===== src/rtl/dqsw_training_seq.sv =====
// Training sequencer for one DQSW270 IOD lane: reloads the delay line, steps it tap by tap,
// votes on the eye-monitor flags and stops at the first late-to-early transition.
module dqsw_training_seq #(
  parameter int TAP_W         = 8,
  parameter int MAX_TAPS      = 128,
  parameter int SETTLE_CYCLES = 8,
  parameter int VOTES         = 4
) (
  input  logic             FAB_CLK,
  input  logic             RESET,
  input  logic             TRAIN_START,
  input  logic             TRAIN_ABORT,
  input  logic             EYE_MONITOR_EARLY,
  input  logic             EYE_MONITOR_LATE,
  input  logic             DELAY_LINE_OUT_OF_RANGE,
  output logic             DELAY_LINE_LOAD,
  output logic             DELAY_LINE_MOVE,
  output logic             DELAY_LINE_DIRECTION,
  output logic             EYE_MONITOR_CLEAR_FLAGS,
  output logic             TRAIN_BUSY,
  output logic             TRAIN_DONE,
  output logic             TRAIN_FAIL,
  output logic [TAP_W-1:0] TAP_RESULT
);

  localparam int SET_W = (SETTLE_CYCLES > 1) ? $clog2(SETTLE_CYCLES) : 1;

  typedef enum logic [3:0] {
    ST_IDLE   = 4'd0,
    ST_LOAD   = 4'd1,
    ST_CLEAR  = 4'd2,
    ST_SETTLE = 4'd3,
    ST_SAMPLE = 4'd4,
    ST_EVAL   = 4'd5,
    ST_MOVE   = 4'd6,
    ST_DONE   = 4'd7,
    ST_FAIL   = 4'd8
  } state_t;

  state_t             state_r;
  logic [TAP_W-1:0]   tap_cnt_r;
  logic [TAP_W-1:0]   tap_result_r;
  logic [SET_W-1:0]   settle_cnt_r;
  logic [3:0]         vote_idx_r;
  logic [3:0]         early_cnt_r;
  logic [3:0]         late_cnt_r;
  logic               prev_valid_r;
  logic               prev_late_r;
  logic               load_r;
  logic               move_r;
  logic               clear_r;
  logic               busy_r;
  logic               done_r;
  logic               fail_r;
  logic               cur_early_s;
  logic               cur_late_s;

  // Majority classification of the current tap; neither set means a tie.
  always_comb begin
    cur_early_s = (early_cnt_r > late_cnt_r);
    cur_late_s  = (late_cnt_r > early_cnt_r);
  end

  // Sequencer state, counters and registered outputs; pulses are raised on entry to their state.
  always_ff @(posedge FAB_CLK or posedge RESET) begin
    if (RESET) begin
      state_r      <= ST_IDLE;
      tap_cnt_r    <= {TAP_W{1'b0}};
      tap_result_r <= {TAP_W{1'b0}};
      settle_cnt_r <= {SET_W{1'b0}};
      vote_idx_r   <= 4'd0;
      early_cnt_r  <= 4'd0;
      late_cnt_r   <= 4'd0;
      prev_valid_r <= 1'b0;
      prev_late_r  <= 1'b0;
      load_r       <= 1'b0;
      move_r       <= 1'b0;
      clear_r      <= 1'b0;
      busy_r       <= 1'b0;
      done_r       <= 1'b0;
      fail_r       <= 1'b0;
    end else begin
      load_r  <= 1'b0;
      move_r  <= 1'b0;
      clear_r <= 1'b0;
      if (TRAIN_ABORT) begin
        state_r <= ST_IDLE;
        busy_r  <= 1'b0;
        done_r  <= 1'b0;
        fail_r  <= 1'b0;
      end else begin
        case (state_r)
          ST_IDLE, ST_DONE, ST_FAIL: begin
            if (TRAIN_START) begin
              state_r <= ST_LOAD;
              load_r  <= 1'b1;
              busy_r  <= 1'b1;
              done_r  <= 1'b0;
              fail_r  <= 1'b0;
            end
          end
          ST_LOAD: begin
            tap_cnt_r    <= {TAP_W{1'b0}};
            prev_valid_r <= 1'b0;
            clear_r      <= 1'b1;
            state_r      <= ST_CLEAR;
          end
          ST_CLEAR: begin
            early_cnt_r  <= 4'd0;
            late_cnt_r   <= 4'd0;
            vote_idx_r   <= 4'd0;
            settle_cnt_r <= {SET_W{1'b0}};
            state_r      <= ST_SETTLE;
          end
          ST_SETTLE: begin
            if (settle_cnt_r == SET_W'(SETTLE_CYCLES - 1)) begin
              state_r <= ST_SAMPLE;
            end else begin
              settle_cnt_r <= settle_cnt_r + SET_W'(1);
            end
          end
          ST_SAMPLE: begin
            early_cnt_r <= early_cnt_r + {3'd0, EYE_MONITOR_EARLY};
            late_cnt_r  <= late_cnt_r + {3'd0, EYE_MONITOR_LATE};
            if (vote_idx_r == 4'(VOTES - 1)) begin
              state_r <= ST_EVAL;
            end else begin
              vote_idx_r <= vote_idx_r + 4'd1;
            end
          end
          ST_EVAL: begin
            if (prev_valid_r && prev_late_r && cur_early_s) begin
              tap_result_r <= tap_cnt_r;
              state_r      <= ST_DONE;
              busy_r       <= 1'b0;
              done_r       <= 1'b1;
            end else if (DELAY_LINE_OUT_OF_RANGE || (tap_cnt_r == TAP_W'(MAX_TAPS))) begin
              tap_result_r <= tap_cnt_r;
              state_r      <= ST_FAIL;
              busy_r       <= 1'b0;
              fail_r       <= 1'b1;
            end else begin
              // A tied tap leaves the previous classification in place.
              if (cur_early_s || cur_late_s) begin
                prev_late_r  <= cur_late_s;
                prev_valid_r <= 1'b1;
              end
              move_r  <= 1'b1;
              state_r <= ST_MOVE;
            end
          end
          ST_MOVE: begin
            if (tap_cnt_r < TAP_W'(MAX_TAPS)) begin
              tap_cnt_r <= tap_cnt_r + TAP_W'(1);
            end
            clear_r <= 1'b1;
            state_r <= ST_CLEAR;
          end
          default: begin
            state_r <= ST_IDLE;
            busy_r  <= 1'b0;
            done_r  <= 1'b0;
            fail_r  <= 1'b0;
          end
        endcase
      end
    end
  end

  assign DELAY_LINE_LOAD         = load_r;
  assign DELAY_LINE_MOVE         = move_r;
  assign DELAY_LINE_DIRECTION    = busy_r;
  assign EYE_MONITOR_CLEAR_FLAGS = clear_r;
  assign TRAIN_BUSY              = busy_r;
  assign TRAIN_DONE              = done_r;
  assign TRAIN_FAIL              = fail_r;
  assign TAP_RESULT              = tap_result_r;

endmodule


===== config.mk =====
export PLATFORM = sky130hd
export DESIGN_NAME = dqsw_training_seq
export DESIGN_NICKNAME = d
export VERILOG_FILES = /design/src/rtl/dqsw_training_seq.sv
export SDC_FILE = /design/constraint.sdc
export NUM_CORES = 1
export LEC_CHECK = 0
export ABC_CLOCK_PERIOD_IN_PS = 4800
export BUFFER_PORTS_ARGS = -buffer_cell sky130_fd_sc_hd__buf_2
export CAP_MARGIN = 0
export CELL_PAD_IN_SITES_DETAIL_PLACEMENT = 1
export CELL_PAD_IN_SITES_GLOBAL_PLACEMENT = 1
export CORE_MARGIN = 5
export CORE_UTILIZATION = 50
export CTS_CLUSTER_SIZE = 12
export DETAILED_ROUTE_END_ITERATION = 16
export MAX_ROUTING_LAYER = met4
export PLACE_DENSITY_LB_ADDON = 0.1
export SLEW_MARGIN = 10
export SYNTH_ARGS = -nofsm -noshare
export SYNTH_HDL_FRONTEND = slang
export SYNTH_SLANG_ARGS = --single-unit

===== constraint.sdc =====
create_clock -name FAB_CLK -period 4.8 [get_ports FAB_CLK]
set_input_delay 0.96 -clock FAB_CLK [delete_from_list [all_inputs] [get_ports FAB_CLK]]
set_output_delay 0.96 -clock FAB_CLK [all_outputs]
set_load 0.03 [all_outputs]

==> reports/metrics.cfg <==
[synth]
ys_types = 49
yosysTopAreaCell = dfrtp_1
synthFlopType = dfrtp_1
synthArstFlopShare_pct = 100
synth_cells = 236
synth-edff-count = 0
yosys_register_bits = 43
syn_nets = 256
ys_warn_count = 0
syn_area_per_cell_um2 = 10.0
synth_area_leaders = dfrtp_1 (46%), ha_1 (6.9%), mux2_2 (3.8%), nor2_1 (3.7%), nand2_1 (3.2%)
yosysSeqAreaShare_pct = 45.6
synth_area_um2 = 2360
synth_top_area_share_pct = 45.6

[route]
routed_wl_mm = 5.05
via_per_inst = 5.71
drt-initial-drc-count = 38
remaining_drc_errors = 0
vias = 1760
ant_nets = 0
first_pass_iters = 4
wire_per_inst_um = 16.4

[sta]
maxSlewHeadroom_pct = 45.8
timing.final.crit_period_ns = 2.19
fin_crit_sh_pct = 45.6
max_freq_mhz = 457
rsz0062_at_grt = no
drv_slew = 0
tightest_slew_ns = 0.806
finalHoldViolations = 0
finalWorstSetupSlack_ns = 2.61
setup_viol = 0
tns_ns = 0
fin_skew_ns = 0.00941

[global_routing]
grtUsageTotal_pct = 19.4
grt_pass1_wl_mm = 9.18
overflow = 0
grt_pass1_vias = 1880
antenna_found_initial = 0
grt_max_degree = 44

[worst_hold_path]
hold_class = flip-flop to flip-flop

[pwr]
leakagePower_nw = 1.25
powerDensity_nw_per_um2 = 444
comb_power_share_pct = 31.5
ir_worst_vdd_mv = 0.204
p_int_uw = 731
swShare_pct = 36.7
power_frac_clock_pct = 25.3
switchingPower_uw = 423
sequentialPowerShare_pct = 43.2
power_mw = 1.15

[critical_path]
crit_path_end_kind = flip-flop
worstSetupPathType = flip-flop to flip-flop
r2r_slack_ns = 2.61
setup.worst_path.start_class = flip-flop
slowest_stage = dfrtp_1
worst_ep_required_time_ns = 4.96
arrival_ns = 2.35
worst-path-buf-inv = 0
crit_chain = or3b_4, a2111oi_4, a21boi_2, xnor2_1, nor2_2
critPathMaxFanout = 22
cpLargestDelayFamily = flip-flops
max_stage_delay_ns = 0.78

[floorplanning]
start_util_pct = 50.6
die_w_um = 78.7
die_area_um2 = 6190
core_area_um2 = 4660
rows = 25
ioPinCount = 22
die_h_um = 78.7

[place]
preCtsSetupSlack_ns = 2.40
hpwl_mm = 3.69
place.gp.congestion = 0.743
io_buffers = 21

[cts]
clkTransAtPathRegs_ns = 0.08
cts.repair_timing.setup_buffer_count = 0
cts-resized-gates = 0
cts-root-buf = clkbuf_8
cts_sinks = 43
clock_latency_ns = 0.30
postCtsHoldBufs = 0
max-clock-path-buffers = 2
cts_tree = done
cts_buffers = 5
ctsHtreeMaxLevel = 2

[job]
drv_cap = 0

[final_layout]
layout-drive-gt1-share_pct = 18.9
syn_to_final_growth_pct = 10.1
finalNetCount = 273
antennaDiodeCount = 0

[status]
status = finished, final reports clean

[per-layer routing]
layer	up-vias	part of all wire [%]	global-route usage (%)
met3	5	1.7	3.17
met5	-	0	-
met2	14	50	31.7
met4	0	1.3	6.12
li1	863	-	-
met1	878	47	24.7
[tightest hold or removal path, cell delays in order (launching register included)]
cell and delay (ns):
dfrtp_1 0.35, nand2_1 0.05, o21ai_0 0.06
[cell families (layout without fill, tap and decap cells)]
family / after synthesis / in the layout / synth area share, %
buffers and inverters: 23 / 41 / 4.29
adder cells (fa/ha/maj): 14 / 14 / 7.32
AO/OA/AOI/OAI: 49 / 49 / 14.8
flip-flops: 43 / 43 / 45.6
AND/OR/NAND/NOR: 87 / 87 / 19.6
XOR/XNOR: 11 / 11 / 4.08
multiplexers: 9 / 9 / 4.24
[sequential cells by signal (all words and copies together) (netlist names), 3 cells and up]
name          count
early_cnt_r       4
tap_cnt_r         8
state_r           4
vote_idx_r        4
settle_cnt_r      3
late_cnt_r        4
TAP_RESULT        8
[per-stage QoR]
step	hold slack (ns)	utilization (%)	cells	instance area, um^2
final	0.494	55.7	308	2600
after global routing	0.526	55.7	308	2600
after CTS	0.502	55.7	308	2600
after detailed placement	0.485	53.2	300	2480
after global placement	0.469	53.2	300	2480
after floorplan	0.454	-	236	2360
[cells in the final DEF, fill, tap and decap left out, drive strengths merged, types with 3 or more instances in the layout]
cell    instances
dfrtp          43
nor2           24
buf            22
nand2          20
o21ai          14
ha             13
a21oi          12
inv            10
nand4           8
mux2            8
xor2            7
nor3            7
nor2b           6
clkbuf          6
nand2b          5
a22o            5
xnor2           4
nand3           4
a31oi           3
[power groups by stage]
stage               clock (mW)  combinational [mW]  sequential (mW)
CTS                      0.301               0.370            0.499
floorplan                    0               0.305            0.482
global placement             0               0.359            0.504
global route             0.316               0.420            0.512
detailed placement           0               0.365            0.506
finish                   0.292               0.364            0.499
[cells in the mapped netlist, drive strengths merged (2+ instances only)]
master    n
a21o      2
a21oi    12
a22o      5
a31oi     3
a32o      2
and2      2
buf       5
clkbuf    7
dfrtp    43
ha       13
inv      11
mux2      8
nand2    20
nand2b    5
nand3     4
nand3b    2
nand4     8
nand4bb   2
nor2     24
nor2b     6
nor3      7
nor4      2
o211ai    2
o21ai    14
o22ai     2
or3b      2
xnor2     4
xor2      7
[final cells by class]
| cell class | count | area, um^2 |
|---|---|---|
| clock buffers | 6 | 82.6 |
| clock inverters | 2 | 35.0 |
| fillers | 525 | 2060 |
| inverters | 11 | 41.3 |
| multi-input cells | 170 | 1180 |
| flip-flops and latches | 43 | 1080 |
| well taps | 54 | 67.6 |
| repair buffers | 22 | 113 |
[final timing paths]
kind,end,depth (start not counted),start
min in group asynchronous,TAP_RESULT[7],3,RESET
worst min register to register,settle_cnt_r[2],2,settle_cnt_r[2]
worst max register to register,tap_cnt_r[5],5,state_r[0]
worst min-delay path,settle_cnt_r[2],2,settle_cnt_r[2]
max in group asynchronous,state_r[3],3,RESET
worst max-delay path,tap_cnt_r[5],5,state_r[0]
No activity file was read; power rests on OpenSTA's default activity.
